**src/rtl/shift_scanner_pkg.sv**
```systemverilog
// rtl/shift_scanner_pkg.sv - shared mode constants, state encoding and mode helper
// Contents: MODE_* sweep mode codes, state_e FSM encoding, norm_mode() helper.
package shift_scanner_pkg;

  localparam logic [1:0] MODE_BOUNCE = 2'b00;
  localparam logic [1:0] MODE_WRAP_L = 2'b01;
  localparam logic [1:0] MODE_WRAP_R = 2'b10;

  typedef enum logic {
    ST_HOLD = 1'b0,
    ST_RUN  = 1'b1
  } state_e;

  // The reserved code 2'b11 behaves as bounce; folding it here keeps the
  // latched mode register limited to the three real modes.
  function automatic logic [1:0] norm_mode(input logic [1:0] m);
    return (m == MODE_WRAP_L || m == MODE_WRAP_R) ? m : MODE_BOUNCE;
  endfunction

endpackage

```
**src/rtl/shift_scanner_step_tick.sv**
```systemverilog
// rtl/shift_scanner_step_tick.sv - enabled divide-by-STEP_DIV step tick generator
// Ports: clk_i clock, reset_i sync active-low reset, en_i count enable,
//        clear_i forces the divider to zero, tick_o high during the step cycle.
module step_tick #(
  parameter int STEP_DIV = 1
) (
  input  logic clk_i,
  input  logic reset_i,
  input  logic en_i,
  input  logic clear_i,
  output logic tick_o
);

  localparam int DW = (STEP_DIV > 1) ? $clog2(STEP_DIV) : 1;
  localparam logic [DW-1:0] LAST = DW'(STEP_DIV - 1);

  logic [DW-1:0] div_cnt_q;
  logic [DW-1:0] div_cnt_d;

  assign tick_o = en_i && !clear_i && (div_cnt_q == LAST);

  always_comb begin
    div_cnt_d = div_cnt_q;
    if (clear_i) begin
      div_cnt_d = '0;
    end else if (en_i) begin
      div_cnt_d = tick_o ? '0 : div_cnt_q + DW'(1);
    end
  end

  always_ff @(posedge clk_i) begin
    if (!reset_i) begin
      div_cnt_q <= '0;
    end else begin
      div_cnt_q <= div_cnt_d;
    end
  end

endmodule

```
**src/rtl/shift_scanner.sv**
```systemverilog
// rtl/shift_scanner.sv - one-hot position scanner with home dwell and three sweep modes
// Ports: clk rising-edge clock, reset sync active-low, en freezes all state when low,
//        mode sweep mode (sampled at sweep start), count one-hot position,
//        dir 1 = toward MSB, busy high in RUN, sweep_done one-cycle end-of-sweep pulse.
module shift_scanner
  import shift_scanner_pkg::*;
#(
  parameter int WIDTH       = 8,
  parameter int HOLD_CYCLES = 3,
  parameter int STEP_DIV    = 1
) (
  input  logic             clk,
  input  logic             reset,
  input  logic             en,
  input  logic [1:0]       mode,
  output logic [WIDTH-1:0] count,
  output logic             dir,
  output logic             busy,
  output logic             sweep_done
);

  localparam int HW = (HOLD_CYCLES > 1) ? $clog2(HOLD_CYCLES) : 1;
  localparam logic [HW-1:0]    HOLD_LAST = HW'(HOLD_CYCLES - 1);
  localparam logic [WIDTH-1:0] POS_LSB   = {{(WIDTH-1){1'b0}}, 1'b1};
  localparam logic [WIDTH-1:0] POS_MSB   = {1'b1, {(WIDTH-1){1'b0}}};

  state_e           state_q, state_d;
  logic [WIDTH-1:0] count_q, count_d;
  logic             dir_q, dir_d;
  logic [HW-1:0]    hold_cnt_q, hold_cnt_d;
  logic [1:0]       mode_q, mode_d;
  logic             busy_q, busy_d;
  logic             done_q, done_d;
  logic             step;
  logic [1:0]       start_mode;
  logic [WIDTH-1:0] shl, shr;

  step_tick #(.STEP_DIV(STEP_DIV)) u_step_tick (
    .clk_i   (clk),
    .reset_i (reset),
    .en_i    (en),
    .clear_i (state_q == ST_HOLD),
    .tick_o  (step)
  );

  assign start_mode = norm_mode(mode);
  assign shl        = {count_q[WIDTH-2:0], 1'b0};
  assign shr        = {1'b0, count_q[WIDTH-1:1]};

  always_comb begin
    state_d    = state_q;
    count_d    = count_q;
    dir_d      = dir_q;
    hold_cnt_d = hold_cnt_q;
    mode_d     = mode_q;
    done_d     = 1'b0;
    if (en) begin
      case (state_q)
        ST_HOLD: begin
          if (hold_cnt_q == HOLD_LAST) begin
            state_d    = ST_RUN;
            hold_cnt_d = '0;
            mode_d     = start_mode;
            if (start_mode == MODE_WRAP_R) begin
              count_d = POS_MSB;
              dir_d   = 1'b0;
            end else begin
              count_d = POS_LSB;
              dir_d   = 1'b1;
            end
          end else begin
            hold_cnt_d = hold_cnt_q + HW'(1);
          end
        end
        ST_RUN: begin
          if (step) begin
            case (mode_q)
              MODE_WRAP_L: begin
                if (count_q[WIDTH-1]) begin
                  count_d = POS_LSB;
                  state_d = ST_HOLD;
                  done_d  = 1'b1;
                end else begin
                  count_d = shl;
                end
              end
              MODE_WRAP_R: begin
                if (count_q[0]) begin
                  count_d = POS_MSB;
                  state_d = ST_HOLD;
                  done_d  = 1'b1;
                end else begin
                  count_d = shr;
                end
              end
              default: begin
                // Bounce: the turn at the MSB moves immediately, while arrival
                // back at the LSB costs one extra step that ends the sweep.
                if (dir_q) begin
                  if (count_q[WIDTH-1]) begin
                    count_d = shr;
                    dir_d   = 1'b0;
                  end else begin
                    count_d = shl;
                  end
                end else if (count_q[0]) begin
                  state_d = ST_HOLD;
                  dir_d   = 1'b1;
                  done_d  = 1'b1;
                end else begin
                  count_d = shr;
                end
              end
            endcase
          end
        end
        default: state_d = ST_HOLD;
      endcase
    end
    busy_d = (state_d == ST_RUN);
  end

  always_ff @(posedge clk) begin
    if (!reset) begin
      state_q    <= ST_HOLD;
      count_q    <= POS_LSB;
      dir_q      <= 1'b1;
      hold_cnt_q <= '0;
      mode_q     <= MODE_BOUNCE;
      busy_q     <= 1'b0;
      done_q     <= 1'b0;
    end else begin
      state_q    <= state_d;
      count_q    <= count_d;
      dir_q      <= dir_d;
      hold_cnt_q <= hold_cnt_d;
      mode_q     <= mode_d;
      busy_q     <= busy_d;
      done_q     <= done_d;
    end
  end

  assign count      = count_q;
  assign dir        = dir_q;
  assign busy       = busy_q;
  assign sweep_done = done_q;

endmodule

```
**config.mk**
```make
export PLATFORM = sky130hd
export DESIGN_NAME = shift_scanner
export DESIGN_NICKNAME = d
export VERILOG_FILES = /design/src/rtl/shift_scanner_pkg.sv /design/src/rtl/shift_scanner_step_tick.sv /design/src/rtl/shift_scanner.sv
export SDC_FILE = /design/constraint.sdc
export NUM_CORES = 1
export LEC_CHECK = 0
export ABC_AREA = 1
export CAP_MARGIN = 0
export CORE_ASPECT_RATIO = 0.8
export CORE_MARGIN = 2
export CORE_UTILIZATION = 57
export CTS_CLUSTER_DIAMETER = 120
export CTS_CLUSTER_SIZE = 30
export DETAILED_ROUTE_END_ITERATION = 8
export PLACE_DENSITY = 0.9
export SYNTH_ARGS = -nofsm -noshare
export SYNTH_HDL_FRONTEND = slang
export SYNTH_SLANG_ARGS = --single-unit
```
**constraint.sdc**
```tcl
create_clock -name clk -period 4.5 [get_ports clk]
set_clock_uncertainty 0.05 [all_clocks]
set_input_delay 0.9 -clock clk [delete_from_list [all_inputs] [get_ports clk]]
set_output_delay 0.9 -clock clk [all_outputs]
set_load 0.005 [all_outputs]
```
==> results.yml, run 1 <==
synth:
  synthDistinctLibCells: 20
  seq_area_frac_synth: 0.290
  synth_nets: 193
  synthCells: 184
  ys_warn_count: 0
  yosysTopAreaCell: "dfxtp_1"
  synth_area_leaders: "dfxtp_1 (29%), nand2_1 (17%), nand3_1 (9.5%), nor2_1 (8.5%), inv_1 (7.5%)"
  async_reset_ff_frac: 0
  synth_seq_cells: 16
  syn_area_um2: 1110
  yosys.cell_count.top_type: "nand2_1"
  synthTopCellsByCount: "nand2_1 (50), nor2_1 (25), inv_1 (22)"
  syn_area_per_cell_um2: 6.01
  synth_edf_count: 0
  synth_ff_type: "dfxtp_1"
  synth_top_area_frac: 0.290
setup_path:
  critPathCaptureType: "primary output"
  cp-start-kind: "register"
  crit_chain: "clkdlybuf4s50_1"
  crit_buf_inv: 1
  required_ns: 3.55
  crit_arrival_ns: 1.39
  max_stage_delay_ns: 0.57
  cp_top_family: "buffers and inverters"
  worstReg2RegStart: "mode_q[0]"
  worst_r2r_path_depth: 9
  timing.reg2reg.setup_slack_ns: 2.59
  crit_slowest_cell: "clkdlybuf4s50_1"
  rr_endpoint: "count[4]"
  cp_max_fo: 9
  critical_path_class: "register to primary output"
detailed_routing:
  via_per_inst: 5.39
  vias: 1202
  drc: 0
  routed_wirelength_mm: 2.67
  drt_iter0_drc: 51
  dr.pass1.iters: 4
  ant_nets: 0
  wl_per_cell_um: 12.0
global_route:
  grt_busiest_layer: "met1"
  grt_pass1_wl_mm: 4.63
  grtUsageMet3: 0.0759
  grt.met2_usage: 0.378
  overflow: 0
  grt_pass1_vias: 1032
  globalRouteTotalUtil: 0.268
  grt_max_degree: 16
  grt_use_met1: 0.403
  antenna_found_initial: 0
sta:
  period_needed_ns: 2.34
  holdWs_ns: 0.414
  worst_pin_slew_ns: 0.431
  timing.final.crit_share: 0.520
  max_freq_ghz: 0.427
  setup_tns_ns: 0
  max_slew_margin: 0.712
  rsz0062_at_grt: "no"
  slew_violations: 0
  finalSetupViolations: 0
  worst_slack_ns: 2.16
  hold_viol: 0
clock_network:
  post_cts_resized: 0
  worstSkewPairLatency_ns: 0.29
  path_clk_slew_ns: 0.09
  clockBufferDepth: 2
  cts_sinks: 16
  cts_made_buffers: 3
  htree_levels: 1
  cts_setup_buffers: 0
  hold_buffers: 0
  cts-root-buf: "clkbuf_4"
  cts_tree: "yes"
worst_hold_path:
  hold_end: "u_step_tick.div_cnt_q"
  hold_class: "register to register"
  hp-start: "u_step_tick.div_cnt_q"
  worstHoldPathCells: 2
job:
  cap_viol_max_count: 0
power_and_ir_drop:
  p_sw_uw: 101
  power_uw: 325
  combinationalPowerShare: 0.230
  p_sw_frac: 0.312
  seqPwrFrac: 0.477
  ir_worst_vdd_mv: 0.283
  p_per_area_nw_per_um2: 251
  p_leak_uw: 0.000584
  internal_power_uw: 224
  p_clk_frac: 0.293
die:
  fp.dieW_um: 53.3
  dieArea_um2: 2310
  ios: 16
  rows: 14
  initial_core_util: 0.596
  core_region_area_um2: 1860
  die_h_um: 43.4
placement:
  gp_congestion: 0.966
  dp_slack_ns: 2.05
  hpwl_mm: 2.00
  io_buffer_count: 15
cells_and_area:
  drive_gt1_frac: 0.0704
  fillers: 175
  antenna_cells: 0
  area_delta_synth_final_pct: 17.3
  nets: 209
run_status:
  status: "finished clean"
==> worst min-delay path: stages, from the launching register on <==
cell     delay [ns]
dfxtp_1        0.31
inv_1          0.07
nor4_1         0.05
==> state kept, by name (all words and copies together) (netlist names) <==
name                   cells
count                      8
mode_q                     2
hold_cnt_q                 2
busy                       1
dir                        1
sweep_done                 1
u_step_tick.div_cnt_q      1
==> per-stage QoR <==
step	utilization	std cells	instance area [um^2]
after global placement	0.679	219	1260
after floorplan	-	184	1110
after CTS	0.699	223	1300
final	0.699	223	1300
after detailed placement	0.679	219	1260
after global routing	0.699	223	1300
==> metal layers <==
layer	part of all wire	up-vias
li1	-	617
met1	0.47	524
met2	0.43	57
met3	0.087	4
met4	0.012	0
met5	0	-
==> cell usage in the layout, fill, tap and decap left out <==
cell	netlist	final
clkdlybuf4s50_1	0	15
dfxtp_1	16	16
inv_1	22	22
clkbuf_4	0	3
o21ai_0	14	14
nand2_1	50	50
o21bai_1	1	1
ha_1	4	4
o211a_1	1	1
o211ai_1	1	1
nand2_2	1	1
inv_2	3	3
nor2_2	3	3
nand2_4	2	2
nand3_2	1	1
clkbuf_8	0	1
nor2_1	25	25
nor4_1	1	1
a31oi_1	1	1
a21oi_1	13	13
nand3_1	21	21
==> power groups by stage <==
stage | registers (uW) | logic, uW | clock network, uW
global placement | 158 | 70.7 | 0
floorplan | 155 | 55.4 | 0
finish | 155 | 74.7 | 95.3
detailed placement | 158 | 72.4 | 0
global route | 156 | 83.5 | 105
CTS | 155 | 73.3 | 96.5
==> cell type report <==
cell class                      instances  area, um^2  share of cell area
Multi-Input combinational cell        139         667               0.514
Clock buffer                            4        36.3              0.0280
Inverter                               25        93.8              0.0723
Timing Repair Buffer                   15         150               0.116
Tap cell                               24        30.0              0.0231
Sequential cell                        16         320               0.247
==> how the worst max path moves through the flow <==
stage / from / end / cells after the start
finish: count[0] / count[0] / 1
global route: count[7] / count[7] / 1
CTS: count[7] / count[7] / 1
detailed placement: en / count[4] / 10
global placement: en / count[4] / 10
floorplan: en / count[6] / 9
==> cell families (layout without fill, tap and decap cells) <==
kind of cell,count (synthesis),count (layout),synth area share
AO/OA/AOI/OAI,31,31,0.150
adder cells (fa/ha/maj),4,4,0.0453
AND/OR/NAND/NOR,104,104,0.407
flip-flops,16,16,0.290
buffers and inverters,29,44,0.107
(Power assumes the default switching activity.)
==> inputs of run 2 (changes only) <==
--- a/config.mk
+++ b/config.mk
@@ -9,11 +9,11 @@
 export CAP_MARGIN = 0
 export CORE_ASPECT_RATIO = 0.8
 export CORE_MARGIN = 2
-export CORE_UTILIZATION = 57
+export CORE_UTILIZATION = 48
 export CTS_CLUSTER_DIAMETER = 120
 export CTS_CLUSTER_SIZE = 30
 export DETAILED_ROUTE_END_ITERATION = 8
-export PLACE_DENSITY = 0.9
+export PLACE_DENSITY = 0.82
 export SYNTH_ARGS = -nofsm -noshare
 export SYNTH_HDL_FRONTEND = slang
 export SYNTH_SLANG_ARGS = --single-unit
==> constraint.sdc (replaced) <==
create_clock -name clk -period 1.9 [get_ports clk]
set_clock_uncertainty 0.05 [all_clocks]
set_input_delay 0.38 -clock clk [delete_from_list [all_inputs] [get_ports clk]]
set_output_delay 0.38 -clock clk [all_outputs]
set_load 0.005 [all_outputs]
==> results.yml, run 2 (synthesis gave the netlist of run 1 again) <==
run_status:
  status: "finished clean"
die:
  initial_core_util: 0.508
  core_region_area_um2: 2180
  rows: 15
  die_h_um: 46.9
  dieArea_um2: 2710
  ios: 16
  fp.dieW_um: 57.7
setup_path:
  worst_r2r_path_depth: 10
  cp_max_fo: 7
  critPathCaptureType: "primary output"
  cp_top_family: "buffers and inverters"
  required_ns: 1.47
  max_stage_delay_ns: 0.56
  crit_slowest_cell: "clkdlybuf4s50_1"
  crit_arrival_ns: 1.36
  worstSetupStartpoint: "dir"
  cp-start-kind: "register"
  crit_chain: "clkdlybuf4s50_1"
  critical_path_class: "register to primary output"
  timing.reg2reg.setup_slack_ns: 0.14
  crit_buf_inv: 1
  rr_endpoint: "count[4]"
  worstReg2RegStart: "mode_q[0]"
cells_and_area:
  nets: 217
  largest_reg_flops: 8
  antenna_cells: 0
  final_area_um2: 1380
  instances_no_fill: 232
  most-common-layout-cells: "nand2_1 (50), nor2_1 (24), inv_1 (21), nand3_1 (21), dfxtp_1 (16)"
  area_delta_synth_final_pct: 24.5
  layout_commonest_cell: "nand2_1"
  drive_gt1_frac: 0.121
detailed_routing:
  dr.pass1.iters: 4
  via_per_inst: 5.32
  drt_iter0_drc: 58
  routed_wirelength_mm: 2.86
  drc: 0
  vias: 1235
  ant_nets: 0
  wl_per_cell_um: 12.3
clock_network:
  hold_buffers: 0
  cts_made_buffers: 3
  cts_tree: "yes"
  path_clk_slew_ns: 0.10
  cts-root-buf: "clkbuf_4"
  worstSkewPairLatency_ns: 0.30
  htree_levels: 1
  cts_sinks: 16
  clockBufferDepth: 2
sta:
  slew_violations: 0
  worst_slack_ns: 0.114
  period_needed_ns: 1.79
  rsz0062_at_grt: "no"
  setup_tns_ns: 0
  max_freq_ghz: 0.560
  finalSetupViolations: 0
  hold_viol: 0
  worst_pin_slew_ns: 0.360
  max_slew_margin: 0.760
  timing.final.crit_share: 0.940
global_route:
  grt_pass1_vias: 985
  globalRouteTotalUtil: 0.225
  grt_pass1_wl_mm: 4.58
  grt_max_degree: 16
  overflow: 0
  antenna_found_initial: 0
placement:
  dp.cells: 224
  place_area_um2: 1290
  io_buffer_count: 15
  gp_congestion: 0.903
  dp_slack_ns: 0.0883
  hpwl_mm: 2.09
power_and_ir_drop:
  ir_worst_vdd_mv: 0.639
  power_uw: 810
  p_per_area_nw_per_um2: 588
  p_leak_uw: 0.000615
job:
  cap_viol_max_count: 0
worst_hold_path:
  hold_end: "u_step_tick.div_cnt_q"
  worstHoldPathCells: 2
  hold_class: "register to register"
  hp-start: "u_step_tick.div_cnt_q"
[run 2: cell count changes in the layout (fill, tap and decap cells not counted), sizes merged]
cell	delta
buf	+8
clkinvlp	+1
inv	-1
[run 2: metal layers]
layer  vias up  wire length [um]  GRT usage  share of wire
met3         4               226     0.0579          0.079
met1       546              1310      0.303           0.46
met2        51              1300      0.370           0.45
met4         0                24     0.0558         0.0084
met5         -                 0          0              0
li1        634                 -          -              -
[run 2: worst max-delay path by stage]
stage / endpoint / slack [ns] / cells after the start
2_1_floorplan: count[5] / 0.39 / 9
3_3_place_gp: count[4] / 0.11 / 10
3_5_place_dp: count[6] / 0.09 / 10
4_1_cts: count[2] / 0.09 / 9
5_1_grt: busy / 0.02 / 9
6_report: dir / 0.11 / 1
[run 2: cell type report]
class                      count  area, um^2
inverter                      25        97.6
fill                         191         800
clock buffer                   4        36.3
sequential                    16         320
multi-input combinational    139         682
timing repair buffer          23         210
tap                           25        31.3
[run 2: repair_timing]
action,4_1_cts,5_1_grt
setup buffers,0,4
gates resized for setup,0,3
endpoints found under the setup margin,0,5
[run 2: where the power goes]
group / internal [uW] / switching [uW] / total, uW
combinational: 88.3 / 125 / 213
clock: 117 / 118 / 235
sequential: 348 / 14.0 / 362
[run 2: stage by stage]
step	utilization	hold slack, ns
3_5_place_dp	0.594	0.393
5_1_grt	0.633	0.452
4_1_cts	0.610	0.408
2_1_floorplan	-	0.371
3_3_place_gp	0.594	0.385
6_report	0.633	0.402
==> inputs of run 3 (changes only) <==
--- a/config.mk
+++ b/config.mk
@@ -7,13 +7,12 @@
 export LEC_CHECK = 0
 export ABC_AREA = 1
 export CAP_MARGIN = 0
-export CORE_ASPECT_RATIO = 0.8
 export CORE_MARGIN = 2
-export CORE_UTILIZATION = 48
+export CORE_UTILIZATION = 57
 export CTS_CLUSTER_DIAMETER = 120
 export CTS_CLUSTER_SIZE = 30
 export DETAILED_ROUTE_END_ITERATION = 8
-export PLACE_DENSITY = 0.82
+export PLACE_DENSITY = 0.9
 export SYNTH_ARGS = -nofsm -noshare
 export SYNTH_HDL_FRONTEND = slang
 export SYNTH_SLANG_ARGS = --single-unit
==> constraint.sdc (replaced) <==
create_clock -name clk -period 2.19 [get_ports clk]
set_clock_uncertainty 0.05 [all_clocks]
set_input_delay 0.3285 -clock clk [delete_from_list [all_inputs] [get_ports clk]]
set_output_delay 0.3285 -clock clk [all_outputs]
set_load 0.005 [all_outputs]
==> results.yml, run 3 (synthesis gave the netlist of run 1 again) <==
sta:
  period_needed_ns: 1.94
  setup_tns_ns: 0
  finalSetupViolations: 0
  slew_violations: 0
  worst_pin_slew_ns: 0.438
  timing.final.crit_share: 0.888
  hold_viol: 0
  max_freq_ghz: 0.514
  max_slew_margin: 0.708
  rsz0062_at_grt: "no"
detailed_routing:
  vias: 1229
  wl_per_cell_um: 11.7
  routed_wirelength_mm: 2.62
  drt_iter0_drc: 75
  drc: 0
  ant_nets: 0
  via_per_inst: 5.51
  dr.pass1.iters: 4
global_route:
  grt_pass1_wl_mm: 4.24
  grt_pass1_vias: 1013
  globalRouteTotalUtil: 0.257
  grtUsageMet3: 0.0415
  overflow: 0
  antenna_found_initial: 0
  grt_max_degree: 16
  grt_use_met1: 0.363
  grt.met2_usage: 0.384
  grt_busiest_layer: "met2"
cells_and_area:
  nets: 209
  largest_reg_flops: 8
  layout_commonest_cell: "nand2_1"
  area_delta_synth_final_pct: 16.2
  drive_gt1_frac: 0.0657
  most-common-layout-cells: "nand2_1 (50), nor2_1 (25), inv_1 (22)"
  fin_util: 0.721
  antenna_cells: 0
setup_path:
  crit_buf_inv: 2
  max_stage_delay_ns: 0.39
  cp_max_fo: 15
  crit_chain: "inv_1 -> ha_1 -> inv_1 -> nor2_1 -> o21ai_0 -> nand2_1 -> nor2_1 -> nand2_1 -> a21oi_1"
  critical_path_class: "register to register"
  crit_arrival_ns: 2.12
  crit_slowest_cell: "dfxtp_1"
  required_ns: 2.36
  cp-start-kind: "register"
  critPathCaptureType: "register"
  cp_top_family: "buffers and inverters"
die:
  dieArea_um2: 2310
  fp.dieW_um: 48.1
  core_region_area_um2: 1780
  ios: 16
  die_h_um: 48.1
  initial_core_util: 0.620
  rows: 15
clock_network:
  cts_setup_buffers: 0
  path_clk_slew_ns: 0.10
  hold_buffers: 0
  clockBufferDepth: 2
  cts-root-buf: "clkbuf_4"
  cts_made_buffers: 3
  post_cts_resized: 0
  worstSkewPairLatency_ns: 0.29
  cts_sinks: 16
  htree_levels: 1
  cts_tree: "yes"
power_and_ir_drop:
  internal_power_uw: 422
  ir_worst_vdd_mv: 0.332
  p_leak_uw: 0.000577
  p_per_area_nw_per_um2: 489
  p_clk_frac: 0.252
  p_sw_uw: 206
  p_sw_frac: 0.328
  seqPwrFrac: 0.508
  combinationalPowerShare: 0.240
placement:
  gp_congestion: 0.923
  hpwl_mm: 1.99
  io_buffer_count: 15
worst_hold_path:
  hold_class: "register to register"
run_status:
  status: "finished clean"
job:
  cap_viol_max_count: 0
[run 3: cell types whose count changed in the layout (fill, tap and decap cells not counted), sizes merged]
cell      previous run  this run
clkinvlp             1         0
clkbuf               4         3
buf                  8         0
inv                 24        25
[run 3: layout make-up]
| cell class | instances | area, um^2 |
|---|---|---|
| Clock buffer | 3 | 22.5 |
| Fill cell | 159 | 498 |
| Inverter | 25 | 93.8 |
| Multi-Input combinational cell | 139 | 667 |
| Sequential cell | 16 | 320 |
| Tap cell | 25 | 31.3 |
| Timing Repair Buffer | 15 | 150 |
[run 3: worst paths after layout]
| check | start | end | slack (ns) | depth (start not counted) |
|---|---|---|---|---|
| setup / recovery | mode_q[0] | count[3] | 0.25 | 9 |
| hold / removal | u_step_tick.div_cnt_q | u_step_tick.div_cnt_q | 0.40 | 2 |
| setup reg to reg | mode_q[0] | count[3] | 0.25 | 9 |
| hold reg to reg | u_step_tick.div_cnt_q | u_step_tick.div_cnt_q | 0.40 | 2 |
[run 3: through the flow]
stage	hold WS, ns	cells	area, um^2	total power [uW]	setup slack, ns
after floorplan	0.356	184	1110	432	0.676
after global placement	0.382	220	1260	471	0.359
after detailed placement	0.389	220	1260	474	0.309
after CTS	0.404	223	1280	629	0.280
after global routing	0.428	223	1280	664	0.104
final	0.402	223	1280	629	0.246
[run 3: power groups by stage]
| stage | Combinational [uW] | Sequential (uW) | Clock, uW |
|---|---|---|---|
| CTS | 149 | 319 | 161 |
| global route | 170 | 321 | 172 |
| detailed placement | 148 | 325 | 0 |
| finish | 151 | 319 | 158 |
| global placement | 146 | 325 | 0 |
| floorplan | 114 | 318 | 0 |
[run 3: tightest hold or removal path, stage by stage, from the launching register on]
cell and delay, ns:
dfxtp_1 0.31, inv_1 0.06, nor4_1 0.05
[run 3: layer usage]
| layer | vias to the layer above | wire (um) | part of all wire |
|---|---|---|---|
| met3 | 2 | 290 | 0.11 |
| met5 | - | 0 | 0 |
| li1 | 617 | - | - |
| met1 | 535 | 1130 | 0.43 |
| met2 | 75 | 1180 | 0.45 |
| met4 | 0 | 9 | 0.0034 |
